[config.mk]
export PLATFORM = sky130hd
export DESIGN_NAME = tick_period_meter
export DESIGN_NICKNAME = d
export VERILOG_FILES = /design/src/rtl/tick_period_meter.sv
export SDC_FILE = /design/constraint.sdc
export NUM_CORES = 1
export LEC_CHECK = 0
export CORE_MARGIN = 1.5
export CORE_UTILIZATION = 45
export DETAILED_ROUTE_END_ITERATION = 10
export GPL_TIMING_DRIVEN = 0
export PLACE_DENSITY = 0.72
export REMOVE_ABC_BUFFERS = 1
export SETUP_SLACK_MARGIN = 0.4
export SYNTH_ARGS = -nofsm -noshare
export SYNTH_HDL_FRONTEND = slang
export SYNTH_SLANG_ARGS = --single-unit
export TNS_END_PERCENT = 1
[constraint.sdc]
create_clock -name clk -period 2.4 [get_ports clk]
set_input_delay 0.72 -clock clk [delete_from_list [all_inputs] [get_ports clk]]
set_output_delay 0.72 -clock clk [all_outputs]
set_load 0.05 [all_outputs]
[src/rtl/tick_period_meter.sv]
// Tick-interval meter: reports cycles between tick strobes minus one through a one-entry
// valid/ready register. Define TICK_SYNC_EN to synchronise tick_i and count rising edges only.
module tick_period_meter #(
    parameter int unsigned CNT_W = 24
) (
    input  logic             clk,
    input  logic             rst_n,
    input  logic             en_i,
    input  logic             tick_i,
    input  logic             clear_i,
    output logic [CNT_W-1:0] div_o,
    output logic             valid_o,
    input  logic             ready_i,
    output logic             overrun_o,
    output logic             stalled_o
);

    typedef enum logic [1:0] {
        StIdle,
        StArm,
        StMeas
    } state_e;

    localparam logic [CNT_W-1:0] CntMax = '1;

    state_e           r_state, w_state_next;
    logic [CNT_W-1:0] r_cnt, w_cnt_next;
    logic             r_stalled, w_stalled_next;
    logic [CNT_W-1:0] r_div, w_div_next;
    logic             r_valid, w_valid_next;
    logic             r_overrun, w_overrun_next;
    logic             w_tick;
    logic             w_capture;
    logic             w_drop;

`ifdef TICK_SYNC_EN
    logic r_sync1, r_sync2, r_sync_prev;

    always_ff @(posedge clk or negedge rst_n) begin
        if (!rst_n) begin
            r_sync1     <= 1'b0;
            r_sync2     <= 1'b0;
            r_sync_prev <= 1'b0;
        end else begin
            r_sync1     <= tick_i;
            r_sync2     <= r_sync1;
            r_sync_prev <= r_sync2;
        end
    end

    assign w_tick = r_sync2 & ~r_sync_prev;
`else
    assign w_tick = tick_i;
`endif

    always_comb begin
        w_state_next   = r_state;
        w_cnt_next     = r_cnt;
        w_stalled_next = r_stalled;
        w_capture      = 1'b0;
        if (!en_i) begin
            w_state_next   = StIdle;
            w_cnt_next     = '0;
            w_stalled_next = 1'b0;
        end else begin
            unique case (r_state)
                StIdle: begin
                    w_state_next = StArm;
                    w_cnt_next   = '0;
                end
                StArm: begin
                    if (w_tick) begin
                        w_state_next = StMeas;
                        w_cnt_next   = '0;
                    end
                end
                StMeas: begin
                    if (w_tick) begin
                        // A tick ending a saturated interval only restarts the count.
                        w_capture      = !r_stalled;
                        w_cnt_next     = '0;
                        w_stalled_next = 1'b0;
                    end else if (r_cnt == CntMax) begin
                        w_stalled_next = 1'b1;
                    end else begin
                        w_cnt_next = r_cnt + 1'b1;
                    end
                end
                default: begin
                    w_state_next = StIdle;
                    w_cnt_next   = '0;
                end
            endcase
        end
    end

    always_comb begin
        w_div_next     = r_div;
        w_valid_next   = r_valid;
        w_overrun_next = r_overrun;
        w_drop         = w_capture && r_valid && !ready_i;
        if (w_capture && !w_drop) begin
            w_div_next   = r_cnt;
            w_valid_next = 1'b1;
        end else if (r_valid && ready_i) begin
            w_valid_next = 1'b0;
        end
        if (w_drop) begin
            w_overrun_next = 1'b1;
        end else if (clear_i) begin
            w_overrun_next = 1'b0;
        end
    end

    always_ff @(posedge clk or negedge rst_n) begin
        if (!rst_n) begin
            r_state   <= StIdle;
            r_cnt     <= '0;
            r_stalled <= 1'b0;
            r_div     <= '0;
            r_valid   <= 1'b0;
            r_overrun <= 1'b0;
        end else begin
            r_state   <= w_state_next;
            r_cnt     <= w_cnt_next;
            r_stalled <= w_stalled_next;
            r_div     <= w_div_next;
            r_valid   <= w_valid_next;
            r_overrun <= w_overrun_next;
        end
    end

    assign div_o     = r_div;
    assign valid_o   = r_valid;
    assign overrun_o = r_overrun;
    assign stalled_o = r_stalled;

endmodule

==> load_flow_metrics.sql <==
INSERT INTO impl_metrics (metric_group, metric, value, unit) VALUES
('cts', 'cts-buffers-inserted', '5', ''),
('timing', 'fin_worst_hold_slack', '0.394', 'ns'),
('grt', 'grt_max_degree', '31', ''),
('final_layout', 'share_of_layout_cells_above_drive_strength_1', '22.5', '%'),
('synth', 'ys_types', '52', ''),
('floorplan', 'die_h', '79.1', 'um'),
('synth', 'synthDominantCellAreaShare', '51.0', '%'),
('place', 'place_congestion', '0.795', ''),
('timing', 'finalWorstPathRequiredPeriod', '2.19', 'ns'),
('synth', 'seq_area_frac_synth', '51.0', '%'),
('worst_setup_path', 'critical_path.startpoint_type', 'flop', ''),
('place', 'half_perimeter_wire_length_of_the_detailed_placement_result', '3800', 'um'),
('synth', 'synth_largest_area_cell', 'sky130_fd_sc_hd__dfrtp_1', ''),
('timing', 'worst_skew', '0.00554', 'ns'),
('floorplan', 'floorplan.rows', '27', ''),
('floorplan', 'initial_utilization', '47.0', '%'),
('final_layout', 'layout.nets', '287', ''),
('place', 'portBuffers', '32', ''),
('power_and_ir_drop', 'vdd_ir_drop_max', '0.000443', 'V'),
('route', 'antenna_violating_nets_post_route', '0', ''),
('cts', 'clkLatencyLatePin', '0.30', 'ns'),
('timing', 'finalMaxSlewViolations', '0', ''),
('timing', 'period_share', '91.1', '%'),
('synth', 'syn-mean-instance-area', '10.8', 'um2'),
('place', 'placed_cells_incl_taps', '337', ''),
('timing', 'relSlewSlack', '61.0', '%'),
('grt', 'grtUsageTotal', '18.9', '%'),
('synth', 'ys_top_cells_by_area', 'sky130_fd_sc_hd__dfrtp_1 51%, sky130_fd_sc_hd__mux2_2 10%, sky130_fd_sc_hd__nand2_1 3.6%', ''),
('worst_setup_path', 'crit_path_cell_trace', 'clkdlybuf4s50_1', ''),
('floorplan', 'floorplan.core_area', '0.00554', 'mm2'),
('route', 'route.final.wire_length', '5530', 'um'),
('timing', 'setup_viol', '0', ''),
('job', 'max_cap_viol_count', '0', ''),
('cts', 'clk_pin_slew_worst_paths', '0.09', 'ns'),
('run_status', 'run_status', 'complete, no violations', ''),
('route', 'drcViolationCount', '0', ''),
('route', 'drt_pre_antenna_iters', '4', ''),
('worst_setup_path', 'critical_path.top_delay_family', 'buffers and inverters', ''),
('synth', 'cell_count_after_synthesis', '240', ''),
('synth', 'synth.cell_area', '0.00260', 'mm2'),
('synth', 'synthFlopType', 'sky130_fd_sc_hd__dfrtp_1', ''),
('final_layout', 'areaGrowthSynthToFinish', '23.6', '%'),
('worst_setup_path', 'cp_data_arrival_time', '1.47', 'ns'),
('route', 'drtIter0Drc', '157', ''),
('cts', 'numClockSinks', '53', ''),
('worst_setup_path', 'setup.worst_path.class', 'flop to output port', ''),
('timing', 'timing_worst_slew_pin_value', '0.580', 'ns'),
('cts', 'cts_max_level', '2', ''),
('synth', 'asyncSetResetFlopFracSynth', '100', '%'),
('cts', 'clock_tree.root_cell', 'sky130_fd_sc_hd__clkbuf_8', ''),
('timing', 'fmax', '458', 'MHz'),
('final_layout', 'ant_cells', '0', ''),
('power_and_ir_drop', 'p_leak', '1.37', 'nW'),
('final_layout', 'finalNonFillerCells', '352', ''),
('grt', 'grt_antenna_before_repair', '0', ''),
('floorplan', 'num_io_pins', '33', ''),
('synth', 'ys_ff_latch', '53', ''),
('final_layout', 'final_core_density', '58.0', '%'),
('worst_setup_path', 'critical_path.slowest_cell', 'sky130_fd_sc_hd__clkdlybuf4s50_1', ''),
('worst_setup_path', 'worstPathRequired', '1.68', 'ns'),
('worst_setup_path', 'timing.critical_path.to_type', 'output port', ''),
('synth', 'post-synth-top-count-cell', 'sky130_fd_sc_hd__dfrtp_1', ''),
('grt', 'globalRoute.totalOverflow', '0', ''),
('worst_setup_path', 'buffer_and_inverter_count_on_the_worst_path', '1', ''),
('cts', 'clock_tree_from_tritoncts', 'yes', ''),
('hold_path', 'hold_path_class', 'input port to asynchronous set/reset pin', ''),
('worst_setup_path', 'critical_path.max_stage_delay', '0.80', 'ns'),
('synth', 'synth_warnings', '0', ''),
('timing', 'number_of_endpoints_with_negative_hold_slack_in_the_final_report', '0', ''),
('grt', 'grt_first_pass_wirelength', '9490', 'um'),
('power_and_ir_drop', 'power_density', '476', 'mW/mm2');
placed cells by master (no fill, tap or decap), types with 3 or more instances in the layout:
| cell | n |
|---|---|
| sky130_fd_sc_hd__buf_4 | 7 |
| sky130_fd_sc_hd__mux2_2 | 24 |
| sky130_fd_sc_hd__nor4_1 | 4 |
| sky130_fd_sc_hd__or3_1 | 4 |
| sky130_fd_sc_hd__dfrtp_1 | 53 |
| sky130_fd_sc_hd__clkdlybuf4s50_1 | 27 |
| sky130_fd_sc_hd__o21ai_0 | 5 |
| sky130_fd_sc_hd__or4_1 | 5 |
| sky130_fd_sc_hd__a31oi_1 | 3 |
| sky130_fd_sc_hd__nor2_1 | 11 |
| sky130_fd_sc_hd__nand4_1 | 6 |
| sky130_fd_sc_hd__nand3_1 | 12 |
| sky130_fd_sc_hd__o311ai_0 | 4 |
| sky130_fd_sc_hd__nand2_1 | 24 |
| sky130_fd_sc_hd__o21ai_1 | 3 |
| sky130_fd_sc_hd__o211ai_1 | 6 |
| sky130_fd_sc_hd__o31ai_1 | 4 |
| sky130_fd_sc_hd__clkbuf_8 | 6 |
| sky130_fd_sc_hd__nor3_1 | 5 |
| sky130_fd_sc_hd__inv_1 | 6 |
| sky130_fd_sc_hd__a21oi_1 | 12 |
per-stage QoR:
step	instance area, um2	setup slack [ns]	power (mW)
3_3_place_gp	2960	-2.18	1.03
4_1_cts	3180	0.205	1.55
6_report	3220	0.214	1.53
3_5_place_dp	3030	-0.520	1.05
5_1_grt	3220	0.171	1.60
2_1_floorplan	2550	-0.517	0.986
power breakdown:
| group | internal (mW) | leakage, nW | total (mW) | switching [mW] |
|---|---|---|---|---|
| sequential | 0.905 | 0.738 | 0.921 | 0.0160 |
| combinational | 0.0460 | 0.591 | 0.115 | 0.0688 |
| clock | 0.229 | 0.0443 | 0.495 | 0.266 |
| total | 1.18 | 1.37 | 1.53 | 0.351 |
registers in the layout (all words and copies together), names as in the netlist:
signal     cells
r_state        2
div_o         24
stalled_o      1
r_cnt         24
overrun_o      1
valid_o        1
logic make-up after synthesis:
family,synth area share (%)
flip-flops,51.0
buffers and inverters,3.17
multiplexers,10.4
AO/OA/AOI/OAI,14.6
AND/OR/NAND/NOR,20.4
adder cells (fa/ha/maj),0.481
worst register-to-register path, cell delays in order, from the launching register on:
cell and delay (ns):
sky130_fd_sc_hd__dfrtp_1 0.43, sky130_fd_sc_hd__ha_1 0.25, sky130_fd_sc_hd__and4_2 0.37, sky130_fd_sc_hd__nand3_2 0.21, sky130_fd_sc_hd__o311ai_2 0.44, sky130_fd_sc_hd__or4_1 0.17
sky130_fd_sc_hd__nand3_1 0.07
timing repair:
item,4_1_cts,5_1_grt
hold buffers,0,0
gates resized for setup,6,4
endpoints found under the setup margin,75,74
setup buffers,4,4
gates cloned,0,0
pin swaps,1,1
area by class of cell:
cell class / count / area (um2)
inverter: 7 / 26.3
sequential: 53 / 1330
tap: 72 / 90.1
timing repair buffer: 44 / 448
fill: 479 / 2320
clock buffer: 7 / 86.3
multi-input combinational: 169 / 1240
metal layers:
metal	GRT usage (%)	wire length [um]	share of wire (%)	up-vias
li1	-	-	-	994
met1	24.9	2490	45	1055
met2	32.2	2760	50	51
met3	3.68	219	4.0	9
met4	4.39	60	1.1	0
met5	0	0	0	-
final timing paths:
path	cells past startpoint	to	slack (ns)	start
worst max-delay path	1	div_o[11]	0.21	div_o[11]
worst min-delay path	1	div_o[19]	0.39	rst_n
worst max register to register	6	r_cnt[17]	0.35	r_cnt[0]
worst min register to register	1	div_o[17]	0.51	div_o[17]
max in group asynchronous	2	r_cnt[21]	1.46	rst_n
min in group clk	1	div_o[17]	0.51	div_o[17]
No activity file was read; power rests on OpenSTA's default activity.
